===== src/rtl/seq_shifter.sv =====
// seq_shifter: shifts a WIDTH-bit operand by amt positions (8 modes) under a start/ready/done handshake.
// One position per RUN clock by default; defining SEQ_SHIFTER_FAST_EN advances up to four positions per clock.
module seq_shifter #(
  parameter int WIDTH = 16,
  parameter int AMT_W = 4
) (
  input  logic             clk,
  input  logic             reset,
  input  logic             start,
  input  logic [2:0]       op,
  input  logic [AMT_W-1:0] amt,
  input  logic [WIDTH-1:0] in,
  output logic             ready,
  output logic             done,
  output logic [WIDTH-1:0] sout,
  output logic             carry,
  output logic             zero
);

  localparam logic [2:0] OP_PASS = 3'b000;
  localparam logic [2:0] OP_LSL  = 3'b001;
  localparam logic [2:0] OP_LSR  = 3'b010;
  localparam logic [2:0] OP_ASR  = 3'b011;
  localparam logic [2:0] OP_ROL  = 3'b100;
  localparam logic [2:0] OP_ROR  = 3'b101;
  localparam logic [2:0] OP_SR1  = 3'b110;
  localparam logic [2:0] OP_RSVD = 3'b111;

`ifdef SEQ_SHIFTER_FAST_EN
  localparam int STEPS = 4;
`else
  localparam int STEPS = 1;
`endif

  typedef enum logic [1:0] {S_IDLE, S_RUN, S_DONE} state_t;

  state_t           state_q, state_d;
  logic [WIDTH-1:0] work_q, work_d, work_step;
  logic [WIDTH-1:0] sout_q, sout_d;
  logic [AMT_W-1:0] cnt_q, cnt_d;
  logic [2:0]       op_q, op_d;
  logic             carry_int_q, carry_int_d, carry_step;
  logic             carry_q, carry_d;
  logic             zero_q, zero_d;
  logic             run_last;
  logic             start_shift;

  // Returns {bit shifted out, next work value} for a single-position step.
  function automatic logic [WIDTH:0] step1(input logic [2:0] o, input logic [WIDTH-1:0] w);
    logic [WIDTH:0] r;
    r = {1'b0, w};
    case (o)
      OP_LSL:  r = {w[WIDTH-1], w[WIDTH-2:0], 1'b0};
      OP_LSR:  r = {w[0], 1'b0, w[WIDTH-1:1]};
      OP_ASR:  r = {w[0], w[WIDTH-1], w[WIDTH-1:1]};
      OP_ROL:  r = {w[WIDTH-1], w[WIDTH-2:0], w[WIDTH-1]};
      OP_ROR:  r = {w[0], w[0], w[WIDTH-1:1]};
      OP_SR1:  r = {w[0], 1'b1, w[WIDTH-1:1]};
      default: r = {1'b0, w};
    endcase
    return r;
  endfunction

  assign start_shift = (amt != '0) && (op != OP_PASS) && (op != OP_RSVD);
  assign run_last    = (int'(cnt_q) <= STEPS);

  always_comb begin
    work_step  = work_q;
    carry_step = carry_int_q;
    for (int i = 0; i < STEPS; i++) begin
      if (i < int'(cnt_q)) begin
        {carry_step, work_step} = step1(op_q, work_step);
      end
    end
  end

  always_ff @(posedge clk or posedge reset) begin
    if (reset) state_q <= S_IDLE;
    else       state_q <= state_d;
  end

  always_comb begin
    state_d = state_q;
    case (state_q)
      S_IDLE:  if (start) state_d = start_shift ? S_RUN : S_DONE;
      S_RUN:   if (run_last) state_d = S_DONE;
      S_DONE:  state_d = S_IDLE;
      default: state_d = S_IDLE;
    endcase
  end

  always_comb begin
    ready = (state_q == S_IDLE);
    done  = (state_q == S_DONE);
  end

  always_comb begin
    work_d      = work_q;
    cnt_d       = cnt_q;
    op_d        = op_q;
    carry_int_d = carry_int_q;
    sout_d      = sout_q;
    carry_d     = carry_q;
    zero_d      = zero_q;
    case (state_q)
      S_IDLE: begin
        if (start) begin
          work_d      = in;
          cnt_d       = amt;
          op_d        = op;
          carry_int_d = 1'b0;
          if (!start_shift) begin
            sout_d  = in;
            carry_d = 1'b0;
            zero_d  = (in == '0);
          end
        end
      end
      S_RUN: begin
        work_d      = work_step;
        carry_int_d = carry_step;
        cnt_d       = run_last ? '0 : cnt_q - AMT_W'(STEPS);
        if (run_last) begin
          sout_d  = work_step;
          carry_d = carry_step;
          zero_d  = (work_step == '0);
        end
      end
      default: ;
    endcase
  end

  always_ff @(posedge clk or posedge reset) begin
    if (reset) begin
      work_q      <= '0;
      cnt_q       <= '0;
      op_q        <= OP_PASS;
      carry_int_q <= 1'b0;
      sout_q      <= '0;
      carry_q     <= 1'b0;
      zero_q      <= 1'b1;
    end else begin
      work_q      <= work_d;
      cnt_q       <= cnt_d;
      op_q        <= op_d;
      carry_int_q <= carry_int_d;
      sout_q      <= sout_d;
      carry_q     <= carry_d;
      zero_q      <= zero_d;
    end
  end

  assign sout  = sout_q;
  assign carry = carry_q;
  assign zero  = zero_q;

endmodule


===== config.mk =====
export PLATFORM = sky130hd
export DESIGN_NAME = seq_shifter
export DESIGN_NICKNAME = d
export VERILOG_FILES = /design/src/rtl/seq_shifter.sv
export SDC_FILE = /design/constraint.sdc
export NUM_CORES = 1
export LEC_CHECK = 0
export ABC_AREA = 1
export BUFFER_PORTS_ARGS = -buffer_cell sky130_fd_sc_hd__buf_2
export CORE_ASPECT_RATIO = 1.2
export CORE_MARGIN = 5
export CORE_UTILIZATION = 45
export DETAILED_ROUTE_END_ITERATION = 8
export PLACE_DENSITY = 0.71
export SLEW_MARGIN = 25
export SYNTH_ARGS = -nofsm -noshare
export SYNTH_HDL_FRONTEND = slang
export SYNTH_SLANG_ARGS = --single-unit

===== constraint.sdc =====
create_clock -name clk -period 2.2 [get_ports clk]
set_input_delay 0.33 -clock clk [delete_from_list [all_inputs] [get_ports clk]]
set_output_delay 0.33 -clock clk [all_outputs]
set_load 0.02 [all_outputs]

### Word level (Yosys, flattened, before mapping)

Index checks and enable logic that the tools add are counted.

* register bits after elaboration: 44
* input port bits: 26
* output and inout port bits: 20
* word-level logic and storage cells: 61

* add/sub/neg operators: 1
* order comparisons: 2
* equal/unequal tests: 12
* muxes and demuxes: 26
* reductions and logical operators: 12

Operators by type and width (number)
* 17-bit one-hot mux with 6 select lines: 1
* 16-bit two-way mux: 5
* 16-bit one-hot mux with 2 select lines: 2
* 16-bit logical NOT: 2
* 3-bit equality test (second input constant): 3
* 1-bit two-way mux: 8
* 4-bit two-way mux: 2
* 4-bit one-hot mux with 2 select lines: 1
* 3-bit by 2-bit equality test with 1-bit output (second input constant): 2
* 2-bit two-way mux: 3
* 2-bit inequality test (second input constant): 3
* 1-bit one-hot mux with 2 select lines: 3
* 2-bit AND reduction: 3
* 4-bit by 1-bit <= comparator with 1-bit output (second input constant): 1
* 1-bit by 4-bit < comparator with 1-bit output (first input constant): 1
* 2-bit one-hot mux with 2 select lines: 1
* 4-bit AND reduction: 1
* 4-bit nonzero test: 1
* 4-bit by 1-bit subtractor with 4-bit output (second input constant): 1
* 3-bit by 1-bit equality test with 1-bit output (second input constant): 1
* 3-bit inequality test (second input constant): 1
* 3-bit nonzero test: 1
* 2-bit by 1-bit equality test with 1-bit output (second input constant): 1
* 2-bit equality test (second input constant): 1
* other kinds (3): 4

### Depth between registers and ports, before layout

Gate-level depths: netlist of the first run.

* word-level depth: 6
* gate-level depth with buffers: 14
* depth with buffers taken out: 12

### Least setup slack after synthesis of the first run

No wires, ideal clock.

* path kind: register to register
* start point: reg state_q[0]
* end point: reg sout_q[13] (netlist: sout[13])
* setup time: 0.140 ns
* arrival time: 1.618 ns
* required time: 2.060 ns
* setup slack: 0.443 ns
* stages on the path, launching flop included: 10
* path buffers: 1
* clock period less this slack: 1.757 ns
* path through: dfrtp_1 -> nor2_1 -> nand2_1 -> nand2_1 -> inv_2 -> nor2_1 -> o21ai_1 -> buf_2 -> nand2_1 -> o21ai_0

* word-level cells in the longest chain between the ends: 3
* elaborated cells on any way between the ends: 8
* classes of those cells: 4 x eq/ne; 1 x mux; 3 x reduce/logical

Ends and longest elaborated chain
* from (decl): line 37 `state_t state_q, state_d;`
* from (signal assigned): line 79 `else state_q <= state_d;`
* 2-bit logical NOT (*)
* via ready: line 13 `output logic ready,`
* 2-bit inequality test (no line) or 2-bit nonzero test (tied branches)
* 4-bit AND reduction (no line)
* to (signal assigned): line 147 `sout_q <= sout_d;`
* to (decl): line 39 `logic [WIDTH-1:0] sout_q, sout_d;`

The timed path passes the listed nets; every way through them passes the cells marked *.
A chain may end at the register's enable or synchronous reset.

### Worst setup path after layout of the first run

* start point: reg state_q[0]
* end point: reg sout_q[4] (netlist: sout[4])

* word-level cells in the longest chain between the ends: 3
* elaborated cells on any way between the ends: 8
* classes of those cells: 4 x eq/ne; 1 x mux; 3 x reduce/logical

Ends and longest elaborated chain
* 2-bit by 1-bit equality test with 1-bit output or 2-bit logical NOT (tied branches): line 105 `case (state_q)`
* 2-bit inequality test (no line) or 2-bit nonzero test (tied branches)
* 4-bit AND reduction (no line)

Several ways; a longest one is shown, not always the timed one.

==> results.yml, run 1 <==
worst_setup_path:
  critical_path.startpoint_type: "flop"
  critical_path.top_delay_family: "simple AND/OR/NAND/NOR gates"
  critical_path_type: "flop to flop"
  timing.critical_path.mode_cell: "sky130_fd_sc_hd__nand2_1"
  worstReg2RegStart: "state_q[0]"
  critPathMaxStageDelay_ps: 420
  worst_r2r_path_depth: 9
  worst_setup_path_end_kind: "flop"
  path_cells: "inv_2 > nor2_4 > nand2_1 > inv_1 > nor2_1 > o21ai_2 > buf_4 > nand2_1 > o21ai_1"
  cp_data_required_time_ps: 2430
  crit_path_dat_ps: 2210
  timing.critical_path.buf_inv: 3
  reg2reg_to: "sout[4]"
  crit_path_start: "state_q[0]"
  slowest_stage: "sky130_fd_sc_hd__dfrtp_1"
  ff2ff_setup_slack_ps: 220
  path_max_fanout: 25
timing:
  fin_crit_ps: 1980
  timing.final.max_slew_violations: 0
  slew_headroom_pct: 50.7
  final.setup_skew_ps: 10.3
  peak_freq_mhz: 504
  finalSetupViolations: 0
  finalHoldViolCount: 0
  finalCritPeriodShare_pct: 90.2
  fin_hold_ws_ps: 153
  timing_worst_slew_pin_value_ps: 740
  final.setup.tns_ps: 0
  rsz_0062_raised_after_global_routing: "false"
synthesis:
  async_sr_flop_fraction_pct: 100
  synth.cells.most_frequent: "sky130_fd_sc_hd__nand2_1 (111), sky130_fd_sc_hd__o21ai_0 (49), sky130_fd_sc_hd__dfrtp_1 (43)"
  yosys_warn_count: 0
  ys_seq_elements: 44
  synthCells: 358
  synth_cell_types: 31
  number_of_enable_flip_flop_cells_after_synthesis: 0
  synth_largest_area_cell: "sky130_fd_sc_hd__dfrtp_1"
  synthTopCellsByArea: "sky130_fd_sc_hd__dfrtp_1 (42%), sky130_fd_sc_hd__nand2_1 (16%), sky130_fd_sc_hd__o21ai_0 (9.6%)"
  ys_dominant_reg_cell: "sky130_fd_sc_hd__dfrtp_1"
  post-synth-top-count-cell: "sky130_fd_sc_hd__nand2_1"
  synthDominantCellAreaShare_pct: 42.3
  avgSynthCellArea_um2: 7.11
  syn_nets: 387
  mappedNetlistArea_mm2: 0.00254
  sequential_to_total_area_share_from_yosys_stat_pct: 43.3
detailed_routing:
  routedWlPerCell_um: 13.3
  drc_marker_count_from_the_first_detailed_route_iteration: 200
  route.detailed.vias_per_inst: 5.16
  detailedRoute.firstPassIterationCount: 4
  drt_wl_total_um: 6210
  vias_post_dr: 2406
  drt_drc_violations_left: 0
  route.antenna.remaining_nets: 0
floorplanning:
  dieWidth_um: 78.6
  floorplan.core_area_mm2: 0.00559
  die_area_mm2: 0.00726
  placementRows: 30
  design.portCount: 46
  die-height_um: 92.4
  floorplan.initialDensity_pct: 45.5
layout:
  num_antenna_cells: 0
  n_fill_cell: 526
  multiInputGateArea_mm2: 0.00125
  stdcell_area_mm2: 0.00290
  final-seq-area_mm2: 0.00110
  final_util_pct: 51.9
  drive_gt1_share_pct: 20.1
  layout-area-overhead-vs-synth_pct: 14.1
  design.final.nets: 430
power_and_ir_drop:
  irDropWorstVdd_v: 0.000758
  leakage_uw: 0.00148
  pwrdens_mw_per_mm2: 1830
clock_tree:
  count_of_hold_fix_buffers_inserted_at_cts: 0
  cts_post_setup_buffers_inserted: 0
  latest_clock_arrival_within_the_worst_skew_pair_ps: 300
  worst_setup_hold_path_clk_slew_ps: 80
  tritoncts: "done"
  ctsRootBufferMaster: "sky130_fd_sc_hd__clkbuf_8"
  clkSinkCount: 44
  cts_max_path_buffers: 2
  ctsHtreeMaxLevel: 2
  clock_buffer_count_from_cts: 5
  ctsResizeCount: 0
grt:
  grt_start_max_net_pins: 45
  grt_antenna_before_repair: 0
  first_global_vias: 2297
  grt_overflow_total: 0
  grt_pass1_wl_um: 10800
  global_route.usage.total_pct: 18.4
place:
  placement.cell_area_mm2: 0.00282
  finalWeightedCongestion: 0.918
  place.port_buffers: 45
  post-dp-hpwl_um: 4680
min_path:
  timing.hold.worst.class: "input pin to asynchronous set/reset pin"
run_status:
  outcome: "completed"
run:
  maxCapViolCount: 0
==> final cells by class <==
type                            instances  share of cell area, %
Tap cell                               64                   2.76
Inverter                               29                   3.75
Clock buffer                            5                   2.37
Timing Repair Buffer                   52                   9.57
Clock inverter                          3                  0.647
Sequential cell                        44                   38.0
Multi-Input combinational cell        269                   42.9
==> worst max path at each step <==
| stage | endpoint | slack, ps | depth (start not counted) |
|---|---|---|---|
| floorplan | sout[13] | 440 | 9 |
| global placement | sout[6] | 260 | 10 |
| detailed placement | sout[4] | 210 | 9 |
| CTS | sout[1] | 180 | 8 |
| global route | sout[2] | 0.1 | 9 |
| finish | sout[4] | 220 | 9 |
==> kinds of logic after synthesis <==
group                      after synthesis  synth area share (%)
AOI/OAI and AO/OA                       83                  17.3
adders and majority gates                3                  1.48
xor gates and xnor gates                 1                 0.344
DFF                                     44                  43.3
and+or+nand+nor                        182                  29.7
buffers and inverters                   45                  7.82
==> placed cells by master, fill, tap and decap left out, types with 2 or more instances in the layout <==
| master | netlist | final |
|---|---|---|
| sky130_fd_sc_hd__dfrtp_1 | 43 | 43 |
| sky130_fd_sc_hd__nand4_1 | 4 | 4 |
| sky130_fd_sc_hd__clkbuf_8 | 0 | 5 |
| sky130_fd_sc_hd__or2_2 | 2 | 2 |
| sky130_fd_sc_hd__nor2_4 | 2 | 2 |
| sky130_fd_sc_hd__nand3_1 | 10 | 10 |
| sky130_fd_sc_hd__nor4_1 | 3 | 3 |
| sky130_fd_sc_hd__inv_2 | 7 | 7 |
| sky130_fd_sc_hd__nor2_2 | 3 | 3 |
| sky130_fd_sc_hd__ha_1 | 3 | 3 |
| sky130_fd_sc_hd__o21ai_1 | 25 | 24 |
| sky130_fd_sc_hd__clkinv_1 | 1 | 2 |
| sky130_fd_sc_hd__buf_4 | 0 | 7 |
| sky130_fd_sc_hd__buf_2 | 6 | 45 |
| sky130_fd_sc_hd__nand2_1 | 111 | 111 |
| sky130_fd_sc_hd__nand2_2 | 2 | 2 |
| sky130_fd_sc_hd__inv_1 | 21 | 20 |
| sky130_fd_sc_hd__nor2_1 | 42 | 42 |
| sky130_fd_sc_hd__o21ai_0 | 49 | 49 |
| sky130_fd_sc_hd__a21oi_1 | 2 | 2 |
| sky130_fd_sc_hd__a22oi_1 | 3 | 3 |
| sky130_fd_sc_hd__clkinv_2 | 0 | 2 |
==> flip-flops by register name (all words and copies together) (netlist names) <==
signal,cells
op_q,3
cnt_q,4
sout,16
state_q,2
carry,1
work_q,16
zero,1
carry_int_q,1
==> through the flow <==
step                      std cells  setup WS [ps]  power, uW
after floorplan                 358            443       4050
after global placement          458            262       4710
after detailed placement        458            206       4800
after CTS                       466            180       5330
after global routing            466          0.134       5880
final                           466            215       5300
==> worst reg2reg max path, stage by stage (launching register included) <==
cell                      delay (ps)
sky130_fd_sc_hd__dfrtp_1         420
sky130_fd_sc_hd__inv_2            60
sky130_fd_sc_hd__nor2_4          380
sky130_fd_sc_hd__nand2_1         160
sky130_fd_sc_hd__inv_1           140
sky130_fd_sc_hd__nor2_1           60
sky130_fd_sc_hd__o21ai_2         280
sky130_fd_sc_hd__buf_4           280
sky130_fd_sc_hd__nand2_1          60
sky130_fd_sc_hd__o21ai_1          60
==> per-layer routing <==
layer	GRT usage, %	up-vias	routed length (um)
met5	0	-	0
met4	7.00	0	150
met3	2.82	12	294
met2	30.9	64	3010
met1	23.8	1092	2760
li1	-	1238	-
==> where the power goes <==
group          internal [uW]  switching (uW)  total [uW]
logic                   1070            2140        3200
registers               1230             356        1590
clock network            222             289         511
No activity file was read; power rests on OpenSTA's default activity.
==> run 2, diff against run 1 <==
Settings changed: MAX_ROUTING_LAYER from default to met4.
Clock period 2.2 ns to 2.4 ns, I/O delays scaled along.
==> results.yml, run 2 (synthesis gave the netlist of run 1 again) <==
detailed_routing:
  drt_wl_total_um: 6280
  route.detailed.vias_per_inst: 5.22
  route.antenna.remaining_nets: 0
  drc_marker_count_from_the_first_detailed_route_iteration: 252
  detailedRoute.firstPassIterationCount: 5
  routedWlPerCell_um: 13.5
  drt_drc_violations_left: 0
  vias_post_dr: 2429
timing:
  rsz_0062_raised_after_global_routing: "false"
  timing.final.max_slew_violations: 0
  fin_ws_ps: 396
  finalCritPeriodShare_pct: 83.5
  timing_worst_slew_pin_value_ps: 568
  finalHoldViolCount: 0
  peak_freq_mhz: 499
  fin_crit_ps: 2000
  final.setup.tns_ps: 0
  slew_headroom_pct: 62.2
  final.setup_skew_ps: 4.96
  finalSetupViolations: 0
place:
  post-dp-hpwl_um: 4600
  finalWeightedCongestion: 0.878
  place_inst: 457
  placement.cell_area_mm2: 0.00281
  place_worst_setup_slack_ps: 422
  place.port_buffers: 45
power_and_ir_drop:
  switching_power_total_uw: 2550
  pwrdens_mw_per_mm2: 1690
  fin_total_pwr_uw: 4890
  share_seq_of_total_power_pct: 30.0
  irDropWorstVdd_v: 0.000729
  p_clk_share_pct: 10.0
  leakage_uw: 0.00147
  power.share.combinational_pct: 60.0
  power_report.internal_total_uw: 2340
  netSwitchingFraction_pct: 52.2
clock_tree:
  worst_setup_hold_path_clk_slew_ps: 80
  cts_max_path_buffers: 2
  clock_buffer_count_from_cts: 5
  ctsRootBufferMaster: "sky130_fd_sc_hd__clkbuf_8"
  latest_clock_arrival_within_the_worst_skew_pair_ps: 300
  count_of_hold_fix_buffers_inserted_at_cts: 0
  ctsResizeCount: 0
  cts_post_setup_buffers_inserted: 0
  ctsHtreeMaxLevel: 2
  tritoncts: "done"
  clkSinkCount: 44
layout:
  n_fill_cell: 569
  stdcell_area_mm2: 0.00290
  design.final.nets: 429
  num_antenna_cells: 0
  most_common_cell_after_layout_fill_and_taps_aside: "sky130_fd_sc_hd__nand2_1"
  layout-area-overhead-vs-synth_pct: 13.9
  finalNonFillerCells: 465
  mostFrequentLayoutCells: "sky130_fd_sc_hd__nand2_1 (111), sky130_fd_sc_hd__o21ai_0 (49), sky130_fd_sc_hd__buf_2 (45)"
  drive_gt1_share_pct: 19.5
min_path:
  timing.hold.worst.class: "input pin to asynchronous set/reset pin"
floorplanning:
  design.portCount: 46
  dieWidth_um: 78.6
  floorplan.initialDensity_pct: 45.5
  floorplan.core_area_mm2: 0.00559
  die_area_mm2: 0.00726
  placementRows: 30
  die-height_um: 92.4
run_status:
  outcome: "completed"
worst_setup_path:
  critical_path_type: "flop to flop"
  crit_path_dat_ps: 2220
  path_max_fanout: 16
  cp_data_required_time_ps: 2620
  worstReg2RegStart: "state_q[0]"
  critical_path.startpoint_type: "flop"
  crit_path_start: "state_q[0]"
  worst_setup_path_end_kind: "flop"
  ff2ff_setup_slack_ps: 400
grt:
  grt_antenna_before_repair: 0
  grt_overflow_total: 0
  first_global_vias: 2451
  grt_start_max_net_pins: 45
  global_route.usage.total_pct: 19.7
  grt_pass1_wl_um: 11200
run:
  maxCapViolCount: 0
[run 2: changes by cell type in the layout (fill, tap and decap cells not counted)]
cell / previous run / this run
sky130_fd_sc_hd__clkbuf_8: 5 / 6
sky130_fd_sc_hd__clkbuf_1: 0 / 2
sky130_fd_sc_hd__clkinv_2: 2 / 0
sky130_fd_sc_hd__clkinv_4: 1 / 0
sky130_fd_sc_hd__buf_4: 7 / 6
[run 2: final cells by class]
cell class                 instances  area (um^2)  area share, %
multi-input combinational        269         1250           43.0
sequential                        44         1100           38.0
timing repair buffer              51          270           9.33
inverter                          29          109           3.76
clock buffer                       8         90.1           3.11
tap                               64         80.1           2.76
[run 2: final timing paths]
check / end / depth (start not counted)
min reg2reg: sout[10] / 2
max: sout[13] / 8
max reg2reg: sout[13] / 8
max in group asynchronous: zero / 3
min in group clk: op_q[0] / 3
min: sout[2] / 3
[run 2: power by group through the flow]
stage	registers, uW	clock network, uW	logic [uW]
final	1470	488	2940
after global routing	1520	521	3380
after CTS	1460	497	2930
after detailed placement	1470	0	2920
after global placement	1460	0	2850
after floorplan	1560	0	2150
[run 2: critical path, cell delays in order (launching register included)]
cell	delay [ps]
sky130_fd_sc_hd__dfrtp_1	430
sky130_fd_sc_hd__nor2_1	170
sky130_fd_sc_hd__nand2_1	260
sky130_fd_sc_hd__nand2_1	270
sky130_fd_sc_hd__inv_2	50
sky130_fd_sc_hd__nor2_1	120
sky130_fd_sc_hd__o21ai_2	180
sky130_fd_sc_hd__buf_4	240
sky130_fd_sc_hd__o21ai_0	180
[run 2: per-stage QoR]
step | hold slack (ps) | utilization [%]
2_1_floorplan | 453 | -
3_3_place_gp | 465 | 50.2
3_5_place_dp | 471 | 50.2
4_1_cts | 212 | 51.8
5_1_grt | 260 | 51.8
6_report | 187 | 51.8
[run 2: routing by layer]
layer	up-vias	part of all wire, %	GRT usage [%]
li1	1238	-	-
met1	1097	44	24.2
met2	81	48	32.2
met3	13	5.5	3.21
met4	0	2.6	8.45
met5	-	0	-
